$ cat src/rtl/div_pkg.sv
// Shared constants, state encoding and helpers for the iterative RV32M divider.
package div_pkg;

  localparam logic [1:0] ST_IDLE = 2'd0;
  localparam logic [1:0] ST_CALC = 2'd1;
  localparam logic [1:0] ST_FIX  = 2'd2;
  localparam logic [1:0] ST_DONE = 2'd3;

  typedef enum logic [1:0] {
    IDLE = ST_IDLE,
    CALC = ST_CALC,
    FIX  = ST_FIX,
    DONE = ST_DONE
  } div_state_e;

  localparam int DIV_OP_SIGNED = 0;
  localparam int DIV_OP_REM    = 1;
  localparam int DIV_STEPS     = 32;
  localparam int DIV_CNT_W     = 5;

  localparam logic [31:0] DIV_ZERO_Q = 32'hFFFF_FFFF;
  localparam logic [31:0] DIV_OVF_Q  = 32'h8000_0000;

  localparam logic [1:0] ADD_OP_SUBU = 2'b10;

  // Two's-complement magnitude; 0x80000000 maps onto itself, which is the
  // correct unsigned magnitude.
  function automatic logic [31:0] abs32(input logic [31:0] x, input logic neg);
    return neg ? (~x + 32'd1) : x;
  endfunction

endpackage

$ cat src/rtl/adder.sv
// Shared 32-bit add/subtract unit: op 00 adds, 01 subtracts with a signed
// compare, 10/11 subtract with an unsigned compare; lt flags a < b.
module adder (
  input  logic [1:0]  op,
  input  logic [31:0] a,
  input  logic [31:0] b,
  output logic [31:0] c,
  output logic        lt
);

  logic [32:0] diff;
  logic [31:0] sum;

  assign diff = {1'b0, a} - {1'b0, b};
  assign sum  = a + b;
  assign c    = (op == 2'b00) ? sum : diff[31:0];
  // With equal sign bits the unsigned borrow is also the signed ordering.
  assign lt   = (op == 2'b01 && (a[31] ^ b[31])) ? a[31] : diff[32];

endmodule

$ cat src/rtl/div_seq.sv
// Iterative restoring divider for DIV/DIVU/REM/REMU, one quotient bit per cycle.
// Define DIV_FASTPATH_EN to finish divide-by-zero and signed overflow in one cycle.
module div_seq
  import div_pkg::*;
(
  input  logic        clk,
  input  logic        rst,
  input  logic        start,
  input  logic [1:0]  op,
  input  logic [31:0] a,
  input  logic [31:0] b,
  input  logic        flush,
  output logic        busy,
  output logic        done,
  output logic [31:0] result
);

  div_state_e           state_q, state_d;
  logic [DIV_CNT_W-1:0] cnt_q;
  logic [31:0]          r_q, q_q, abs_b_q;
  logic                 sign_a_q, sign_b_q, is_rem_q, b_zero_q;

  logic        accept, in_sign_a, in_sign_b;
  logic [32:0] rs;
  logic        step_ok;
  logic [31:0] add_a, add_b, add_c;
  logic        add_lt;
  logic [31:0] fix_v, fix_res;
  logic        fix_neg;

  assign accept    = (state_q == IDLE) & start & ~flush;
  assign in_sign_a = op[DIV_OP_SIGNED] & a[31];
  assign in_sign_b = op[DIV_OP_SIGNED] & b[31];

  assign rs      = {r_q, q_q[31]};
  assign step_ok = rs[32] | ~add_lt;

  assign fix_v   = is_rem_q ? r_q : q_q;
  assign fix_neg = is_rem_q ? sign_a_q : (sign_a_q ^ sign_b_q);
  // A zero divisor leaves R = |a|, so the remainder already comes out as a.
  assign fix_res = (b_zero_q & ~is_rem_q) ? DIV_ZERO_Q : (fix_neg ? add_c : fix_v);

`ifdef DIV_FASTPATH_EN
  logic        fast_hit;
  logic [31:0] fast_res;

  assign fast_hit = (b == '0) | (op[DIV_OP_SIGNED] & (a == DIV_OVF_Q) & (b == '1));
  assign fast_res = (b == '0) ? (op[DIV_OP_REM] ? a : DIV_ZERO_Q)
                              : (op[DIV_OP_REM] ? '0 : DIV_OVF_Q);
`endif

  always_comb begin
    add_a = rs[31:0];
    add_b = abs_b_q;
    if (state_q == FIX) begin
      add_a = '0;
      add_b = fix_v;
    end
  end

  adder u_adder (
    .op (ADD_OP_SUBU),
    .a  (add_a),
    .b  (add_b),
    .c  (add_c),
    .lt (add_lt)
  );

  // NOTE: state registers use non-blocking assignment so every flop samples pre-edge values.
  always_ff @(posedge clk or posedge rst) begin
    if (rst) state_q <= IDLE;
    else     state_q <= state_d;
  end

  // NOTE: every output of this block gets a default first, so no latch is inferred.
  always_comb begin
    state_d = state_q;
    busy    = (state_q == CALC) | (state_q == FIX);
    done    = (state_q == DONE);
    case (state_q)
      IDLE: begin
        if (accept) begin
`ifdef DIV_FASTPATH_EN
          state_d = fast_hit ? DONE : CALC;
`else
          state_d = CALC;
`endif
        end
      end
      CALC:    if (cnt_q == '0) state_d = FIX;
      FIX:     state_d = DONE;
      DONE:    state_d = IDLE;
      default: state_d = IDLE;
    endcase
    if (flush) state_d = IDLE;
  end

  always_ff @(posedge clk or posedge rst) begin
    if (rst) begin
      cnt_q    <= '0;
      r_q      <= '0;
      q_q      <= '0;
      abs_b_q  <= '0;
      sign_a_q <= 1'b0;
      sign_b_q <= 1'b0;
      is_rem_q <= 1'b0;
      b_zero_q <= 1'b0;
      result   <= '0;
    end else begin
      case (state_q)
        IDLE: begin
          if (accept) begin
            sign_a_q <= in_sign_a;
            sign_b_q <= in_sign_b;
            is_rem_q <= op[DIV_OP_REM];
            b_zero_q <= (b == '0);
            q_q      <= abs32(a, in_sign_a);
            abs_b_q  <= abs32(b, in_sign_b);
            r_q      <= '0;
            cnt_q    <= DIV_CNT_W'(DIV_STEPS - 1);
`ifdef DIV_FASTPATH_EN
            if (fast_hit) result <= fast_res;
`endif
          end
        end
        CALC: begin
          r_q   <= step_ok ? add_c : rs[31:0];
          q_q   <= {q_q[30:0], step_ok};
          cnt_q <= cnt_q - DIV_CNT_W'(1);
        end
        FIX:     if (!flush) result <= fix_res;
        default: ;
      endcase
    end
  end

endmodule

$ cat config.mk
export PLATFORM = sky130hd
export DESIGN_NAME = div_seq
export DESIGN_NICKNAME = d
export VERILOG_FILES = /design/src/rtl/div_pkg.sv /design/src/rtl/adder.sv /design/src/rtl/div_seq.sv
export SDC_FILE = /design/constraint.sdc
export NUM_CORES = 1
export LEC_CHECK = 0
export CORE_MARGIN = 3
export CORE_UTILIZATION = 49
export CTS_BUF_LIST = sky130_fd_sc_hd__clkbuf_8
export CTS_CLUSTER_DIAMETER = 150
export DETAILED_ROUTE_END_ITERATION = 10
export PLACE_DENSITY = 0.71
export SLEW_MARGIN = 25
export SYNTH_ARGS = -nofsm -noshare
export SYNTH_HDL_FRONTEND = slang
export SYNTH_SLANG_ARGS = --single-unit
$ cat constraint.sdc
create_clock -name clk -period 6.3 [get_ports clk]
set_clock_uncertainty 0.05 [all_clocks]
set_input_delay 0.63 -clock clk [delete_from_list [all_inputs] [get_ports clk]]
set_output_delay 0.63 -clock clk [all_outputs]
set_load 0.1 [all_outputs]
; ---- Word level (Yosys, flattened, before mapping)
; Cells that the tools add are included.
[classes]
add_sub_neg = 4
eq_ne = 6
muxes = 19
n_bitwise = 13
reduce_logical = 8
[op_table]
columns = operator, n
row1 = two-way mux 32 bit, 10
row2 = case mux 32 bit (2 select lines), 2
row3 = adder 32 x 1 -> 32 bit (second input constant), 2
row4 = NOT 32 bit, 2
row5 = subtractor 32 x 32 -> 33 bit, 1
row6 = logical NOT 32 bit, 1
row7 = case mux 5 bit (2 select lines), 1
row8 = case mux 2 bit (4 select lines), 1
row9 = AND reduction 2 bit, 4
row10 = two-way mux 2 bit, 3
row11 = AND 1 bit, 5
row12 = logical NOT 5 bit, 1
row13 = two-way mux 5 bit, 1
row14 = subtractor 5 x 1 -> 5 bit (second input constant), 1
row15 = equality test 2 bit (second input constant), 2
row16 = inequality test 3 x 2 -> 1 bit (second input constant), 1
row17 = inequality test 3 bit (second input constant), 1
row18 = NOT 1 bit, 3
row19 = equality test 2 x 1 -> 1 bit (second input constant), 1
row20 = logical NOT 2 bit, 1
row21 = inequality test 2 bit (second input constant), 1
row22 = OR 1 bit, 2
row23 = nonzero test 2 bit, 1
row24 = two-way mux 1 bit, 1
row25 = bitwise XOR 1 bit, 1
[word_totals]
regBits = 139
input_bits = 70
out_inout_bits = 34
elab_cells = 60

; ---- Logic depth before layout (Yosys ltp)
; Gate-level depths: netlist of run 1.
[logic_depth]
depth_word = 7
ltp_mapped = 18

; ---- Modules after synthesis
; A second synthesis of run 1 with hierarchy kept.
[hier_totals]
cells_unflattened = 1534
area_unflattened_um2 = 12034.0
[by_module_without_submodules]
columns = mod, n_inst, cells_per_inst, area_each_um2
row1 = div_seq, 1, 984, 8434.3
row2 = adder, 1, 550, 3599.7

; ---- Worst setup path after synthesis of run 1
; Ideal clock, no wire load.
[synth_path]
path_type = register to register
startpoint = register is_rem_q
endpoint = register result[31]
arrival_time_ps = 3488
required_time_ps = 6113
slack_ps = 2625
path_stages_with_launch = 15
path_buffers = 2
path_cell_list = dfrtp_1 -> clkbuf_1 -> clkbuf_1 -> mux2i_1 -> nand2_1 -> o21ai_0 -> ha_1 -> nor2b_1 -> o31ai_1 -> a21oi_1 -> a32o_1 -> o21a_1 -> o31a_1 -> a31oi_1 -> a21oi_1
[synth_via]
elab_chain_cells = 5
word_cells_on_any_way = 8
[synth_lines]
columns = item, line_no
row1 = start: declaration, div_seq.sv:21  ; logic sign_a_q, sign_b_q, is_rem_q, b_zero_q;
row2 = start signal: assignment, div_seq.sv:115  ; is_rem_q <= op[DIV_OP_REM];
row3 = two-way mux 32 bit, div_seq.sv:38  ; assign fix_v = is_rem_q ? r_q : q_q;
row4 = two-way mux 32 bit, div_seq.sv:55  ; if (state_q == FIX) begin
row5 = subtractor 32 x 32 -> 33 bit, adder.sv:14  ; assign diff = {1'b0, a} - {1'b0, b};
row6 = two-way mux 32 bit, div_seq.sv:41  ; assign fix_res = (b_zero_q & ~is_rem_q) ? DIV_ZERO_Q : (fix_neg ? add_c : fix_v);
row7 = two-way mux 32 bit (*), div_seq.sv:41
row8 = end signal: assignment, div_seq.sv:131  ; FIX: if (!flush) result <= fix_res;
row9 = end: declaration, div_seq.sv:15  ; output logic [31:0] result
; Mark *: on every way between the ends. The rest lies on a longest branch, timed or not.
; A chain may end at the register's enable or synchronous reset.

; ---- Worst setup path after layout of run 1
[layout_path]
startpoint = register state_q[0]
endpoint = register r_q[14]
[layout_via]
elab_chain_cells = 7
word_cells_on_any_way = 15
[layout_lines]
columns = item, line_no
row1 = start: declaration, div_seq.sv:18  ; div_state_e state_q, state_d;
row2 = start signal: assignment, div_seq.sv:72  ; else state_q <= state_d;
row3 = equality test 2 bit, div_seq.sv:55
row4 = two-way mux 32 bit, div_seq.sv:55
row5 = subtractor 32 x 32 -> 33 bit, adder.sv:14
row6 = NOT 1 bit, div_seq.sv:36  ; assign step_ok = rs[32] | ~add_lt;
row7 = OR 1 bit, div_seq.sv:36
row8 = two-way mux 32 bit, div_seq.sv:127  ; r_q <= step_ok ? add_c : rs[31:0];
row9 = case mux 32 bit (2 select lines), div_seq.sv:110  ; case (state_q)
row10 = end signal: assignment, div_seq.sv:127
row11 = end: declaration, div_seq.sv:20  ; logic [31:0] r_q, q_q, abs_b_q;
; Parallel ways exist; a longest one is shown, timed or not.

==> results of run 1 <==
## worst max-delay path by stage
stage	endpoint	slack, ns	cells past startpoint
3_5_place_dp	r_q[14]	1.91	14
5_1_grt	r_q[14]	1.53	14
4_1_cts	r_q[14]	1.87	14
3_3_place_gp	r_q[5]	2.10	14
2_1_floorplan	abs_b_q[0]	1.90	1
6_report	r_q[14]	1.91	14
## kinds of logic (layout without fill, tap and decap cells)
| kind of cell | Yosys count | after routing | synth area share [%] |
|---|---|---|---|
| AOI/OAI and AO/OA | 384 | 384 | 22.69 |
| buffers and inverters | 93 | 172 | 4.103 |
| adders and majority gates | 42 | 42 | 5.378 |
| DFF | 139 | 139 | 35.10 |
| xor gates and xnor gates | 85 | 85 | 7.512 |
| muxes | 65 | 65 | 6.577 |
| and+or+nand+nor | 397 | 397 | 18.65 |
## report_power, final
part           leakage (nW)  switching [mW]  internal [mW]
clock                 0.197           0.396          0.370
sequential             1.70           0.341           1.21
combinational          2.92            2.40           1.09
## worst reg2reg max path, cell delays in order, from the launching register on
cell and delay (ns):
dfrtp_1 0.42, inv_1 0.12, ha_2 0.52, buf_4 0.54, o21ai_0 0.24, ha_1 0.41, nand4_1 0.14, nor3_1 0.22
nand3_1 0.16, a31o_2 0.30, o211ai_2 0.26, and2_1 0.19, buf_4 0.33, mux2i_1 0.28, o21ai_1 0.08
## state kept, by name, summed over array words and instances (netlist names)
register  count
is_rem_q      1
state_q       2
result       32
b_zero_q      1
q_q          32
cnt_q         5
sign_b_q      1
r_q          32
abs_b_q      32
sign_a_q      1
## metal layers
layer / share of wire (%) / vias to the layer above
met4: 1.8 / 0
li1: - / 4406
met5: 0 / -
met2: 42 / 355
met3: 7.7 / 40
met1: 49 / 4199
## cell usage after synthesis (17+ instances only)
cell type | number | area share (%)
nand2_1 | 154 | 5.8
dfrtp_1 | 139 | 35
o21ai_0 | 139 | 7.0
nor2_1 | 104 | 3.9
a21oi_1 | 103 | 5.2
mux2i_1 | 64 | 6.5
clkbuf_1 | 55 | 2.1
xnor2_1 | 53 | 4.7
ha_1 | 41 | 5.2
nor2b_1 | 35 | 2.2
xor2_1 | 32 | 2.8
o21ai_1 | 28 | 1.4
inv_1 | 24 | 0.91
nand3_1 | 21 | 1.1
o22ai_1 | 19 | 1.2
nor3_1 | 17 | 0.86
## area by class of cell
cell class	instances	area, sq um
well taps	265	331.6
fillers	1858	8143
inverters	24	95.09
clock inverters	14	157.7
multi-input cells	973	6071
flip-flops and latches	139	3480
clock buffers	18	247.7
repair buffers	116	1129
## metrics by stage
step / total power, mW / instances / area [sq um] / setup WS (ns)
after floorplan: 4.066 / 1205 / 9911 / 1.895
after global placement: 4.965 / 1517 / 11100 / 2.097
after detailed placement: 5.013 / 1517 / 11100 / 1.909
after CTS: 5.782 / 1549 / 11510 / 1.872
after global routing: 6.174 / 1549 / 11510 / 1.528
final: 5.816 / 1549 / 11510 / 1.908
==> flow_metrics.py, run 1 <==
metrics = {
    "critical_path": {
        "end_kind": "register",
        "crit_chain": "inv_1, ha_2, buf_4, o21ai_0, ha_1, nand4_1, nor3_1, nand3_1, a31o_2, o211ai_2, and2_1, buf_4, mux2i_1, o21ai_1",
        "ff2ff_path_depth": 14,
        "critical_path_class": "reg -> reg",
        "startpoint": "state_q[0]",
        "reg2reg_slack_ns": 1.91,
        "slowest_delay_ns": 0.53,
        "crit_required_ns": 6.55,
        "cpMostUsedCell": "buf_4",
        "crit_slowest_cell": "buf_4",
        "r2r_end": "r_q[14]",
        "crit_arrival_ns": 4.64,
        "timing.rr.start": "state_q[0]",
        "path_delay_family": "buffers and inverters",
        "crit_fanout": 57,
        "worst-path-buf-inv": 3,
        "cp-start-kind": "register",
    },
    "drt": {
        "ant_nets": 0,
        "drc": 0,
        "routedWlPerCell_um": 17.90,
        "wl_mm": 27.73,
        "num_vias": 9000,
        "drt-pass1-iter-count": 5,
        "drtIter0Drc": 924,
        "avgViaCountPerCell": 5.810,
    },
    "sta": {
        "fin_tns_setup_ns": 0,
        "worstMarginPinSlew_ns": 0.9823,
        "finalCriticalPeriod_ns": 4.392,
        "finalHoldViolCount": 0,
        "whs_ns": 0.4377,
        "grt_setup_unrepaired": "no",
        "post-route-period-util_pct": 69.71,
        "slew_headroom_pct": 34.31,
        "maxClockFrequency_mhz": 227.7,
        "slew_viol_final": 0,
        "report.final.setup_viol": 0,
    },
    "floorplanning": {
        "std_cell_rows": 51,
        "die_x_um": 148.2,
        "io_pins": 104,
        "die_y_um": 148.2,
        "initial_utilization_pct": 50.43,
        "core_area_sq_um": 19650,
        "die_area_sq_um": 21970,
    },
    "grt": {
        "antenna_found_initial": 0,
        "grt_usage_pct": 25.37,
        "grt_max_degree": 78,
        "use_met3_pct": 4.205,
        "grt_pass1_wl_mm": 44.77,
        "grt-ovfl-total": 0,
        "grt_util_met1_pct": 39.25,
        "grt.busiest_layer": "met1",
        "grtUsageMet2_pct": 36.26,
        "grt_pass1_vias": 8432,
    },
    "run_status": {
        "outcome": "completed",
    },
    "worst_hold_path": {
        "min_from": "abs_b_q[30]",
        "hold_path_class": "reg -> reg",
        "worst_hold_path.endpoint": "abs_b_q[30]",
        "worstHoldPathCells": 2,
    },
    "synth": {
        "postSynthAreaPerCell_sq_um": 8.225,
        "netlist_instances": 1205,
        "ys_types": 69,
        "yosysSeqAreaShare_pct": 35.10,
        "synth-edff-count": 0,
        "ys_async_sr_fraction_pct": 100.0,
        "syn_area_sq_um": 9911,
        "synth_ff_type": "dfrtp_1",
        "syn-num-nets": 1317,
        "synth_warnings": 0,
        "ys_ff_latch": 139,
    },
    "placement": {
        "place_congestion": 0.9570,
        "dpl.hpwl_mm": 20.65,
        "io_buffers": 103,
    },
    "clock_network": {
        "numCtsBuffers": 17,
        "cts_tree": "done",
        "post_cts_buffers": 0,
        "clk_path_buf_depth": 2,
        "clk_pin_slew_worst_paths_ns": 0.09,
        "htreeDepth": 4,
        "clockRootBuffer": "clkbuf_8",
        "cts_sinks": 139,
        "cts-resized-gates": 0,
        "clk-insertion-delay-late_ns": 0.46,
        "holdBufCountCts": 0,
    },
    "power_and_ir_drop": {
        "power.leakage_nw": 4.819,
        "p_per_area_nw_per_um2": 505.3,
        "ir_worst_vdd_mv": 0.1993,
    },
    "cells_and_area": {
        "nets": 1383,
        "fin_util_pct": 58.57,
        "layout_commonest_cell": "nand2_1",
        "antennaDiodeCount": 0,
        "syn_to_final_growth_pct": 16.15,
        "final_cell_mix": "nand2_1, o21ai_0, dfrtp_1, nor2_1",
        "drive_gt1_share_pct": 5.530,
    },
    "run": {
        "drv_cap": 0,
    },
}
Note: power is estimated with default switching activity, not from simulation.
==> inputs of run 2 (changes only) <==
Settings changed: PLACE_DENSITY 0.71 to 0.73.
Clock period 6.3 ns to 3.9 ns, I/O delays scaled along.
==> run 2 against run 1 <==
Design area is 1.8% higher. First-iteration DRC count is 11% higher. Sequential share of layout area is 0.53 points lower. Critical endpoint is now result[11]. Largest cell class unchanged. Largest power group unchanged.
==> flow_metrics.py, run 2 (same netlist as run 1, synthesis figures left out) <==
metrics = {
    "drt": {
        "routedWlPerCell_um": 17.96,
        "drc": 0,
        "drt-pass1-iter-count": 5,
        "avgViaCountPerCell": 5.887,
        "ant_nets": 0,
        "wl_mm": 28.31,
        "num_vias": 9278,
        "drtIter0Drc": 1023,
    },
    "clock_network": {
        "holdBufCountCts": 0,
        "clk-insertion-delay-late_ns": 0.45,
        "htreeDepth": 4,
        "clk_pin_slew_worst_paths_ns": 0.09,
        "clk_path_buf_depth": 2,
        "clockRootBuffer": "clkbuf_8",
        "cts-resized-gates": 0,
        "numCtsBuffers": 17,
        "cts_tree": "done",
        "post_cts_buffers": 0,
        "cts_sinks": 139,
    },
    "critical_path": {
        "crit_slowest_cell": "a311oi_1",
        "ff2ff_path_depth": 14,
        "crit_arrival_ns": 4.03,
        "startpoint": "is_rem_q",
        "cp-start-kind": "register",
        "crit_chain": "buf_4, mux2i_1, nand2_1, o21ai_0, ha_1, nor2b_1, o31ai_1, buf_4, a211oi_1, o21ai_0, mux2i_1, a311oi_1, a21oi_1, nor2_1",
        "worst-path-buf-inv": 2,
        "r2r_end": "result[11]",
        "crit_required_ns": 4.22,
        "endpoint": "result[11]",
        "worst-path-stages": 14,
        "crit_fanout": 14,
        "end_kind": "register",
        "critical_path_class": "reg -> reg",
        "path_delay_family": "compound AO/OA/AOI/OAI gates",
        "timing.rr.start": "is_rem_q",
        "slowest_delay_ns": 0.58,
        "reg2reg_slack_ns": 0.20,
    },
    "floorplanning": {
        "core_area_sq_um": 19650,
        "die_area_sq_um": 21970,
        "initial_utilization_pct": 50.43,
        "std_cell_rows": 51,
        "die_x_um": 148.2,
        "die_y_um": 148.2,
        "io_pins": 104,
    },
    "power_and_ir_drop": {
        "power.leakage_nw": 4.937,
        "ir_worst_vdd_mv": 0.3360,
        "p_per_area_nw_per_um2": 823.0,
        "power_mw": 9.639,
    },
    "run": {
        "drv_cap": 0,
    },
    "cells_and_area": {
        "seq_area_sq_um": 3478,
        "antennaDiodeCount": 0,
        "syn_to_final_growth_pct": 18.18,
        "nets": 1410,
        "drive_gt1_share_pct": 7.551,
        "fin_util_pct": 59.59,
        "final_cell_mix": "nand2_1, dfrtp_1, o21ai_0, nor2_1",
        "layout_commonest_cell": "nand2_1",
        "fill_cells": 1800,
        "multi_input_area_sq_um": 6080,
        "final_cells": 1576,
    },
    "grt": {
        "grt_pass1_vias": 8478,
        "antenna_found_initial": 0,
        "grt_usage_pct": 25.76,
        "grt_pass1_wl_mm": 45.73,
        "grt_max_degree": 116,
        "grt-ovfl-total": 0,
    },
    "sta": {
        "report.final.setup_viol": 0,
        "grt_setup_unrepaired": "no",
        "slew_viol_final": 0,
        "finalCriticalPeriod_ns": 3.703,
        "worstMarginPinSlew_ns": 0.9945,
        "slew_headroom_pct": 33.22,
        "finalHoldViolCount": 0,
        "maxClockFrequency_mhz": 270.0,
        "fin_tns_setup_ns": 0,
        "final.setup.worst_slack_ns": 0.1968,
        "post-route-period-util_pct": 94.95,
    },
    "placement": {
        "dpl.hpwl_mm": 21.48,
        "io_buffers": 103,
        "preCtsSetupSlack_ns": 0.1809,
        "place_congestion": 0.9109,
        "placedCellCount": 1544,
    },
    "worst_hold_path": {
        "hold_path_class": "in -> async",
    },
    "run_status": {
        "outcome": "completed",
    },
}
==> run 2: area by class of cell <==
cell class	instances	share of cell area [%]
sequential	139	29.70
clock inverter	15	1.090
inverter	24	0.8012
tap	265	2.831
timing repair buffer	143	11.68
multi-input combinational	973	51.91
clock buffer	17	1.998
==> run 2: report_power, final <==
group | total, mW | leakage (nW) | internal [mW] | switching (mW)
Sequential | 2.41 | 1.70 | 1.96 | 0.450
Clock | 1.11 | 0.180 | 0.463 | 0.647
Combinational | 6.12 | 3.06 | 1.95 | 4.17
Total | 9.64 | 4.94 | 4.37 | 5.27
==> run 2: per-layer routing <==
| layer | wire (um) | global-route usage (%) | part of all wire (%) | vias up |
|---|---|---|---|---|
| met4 | 361 | 5.543 | 1.3 | 0 |
| met3 | 2403 | 4.906 | 8.5 | 28 |
| met1 | 13530 | 40.27 | 48 | 4356 |
| met5 | 0 | 0 | 0 | - |
| met2 | 12010 | 37.02 | 42 | 422 |
| li1 | - | - | - | 4472 |
==> run 2: how the worst min path moves through the flow <==
stage               cells after the start           to
detailed placement                      2  abs_b_q[29]
global placement                        2  abs_b_q[28]
global route                            2    result[1]
finish                                  2    result[1]
CTS                                     2    result[1]
floorplan                               2  abs_b_q[31]
==> run 2: per-stage QoR <==
stage | hold slack (ns) | area [sq um]
final | 0.2969 | 11710
after global routing | 0.3451 | 11710
after CTS | 0.2929 | 11690
after detailed placement | 0.4256 | 11330
after global placement | 0.4125 | 11330
after floorplan | 0.3946 | 9915
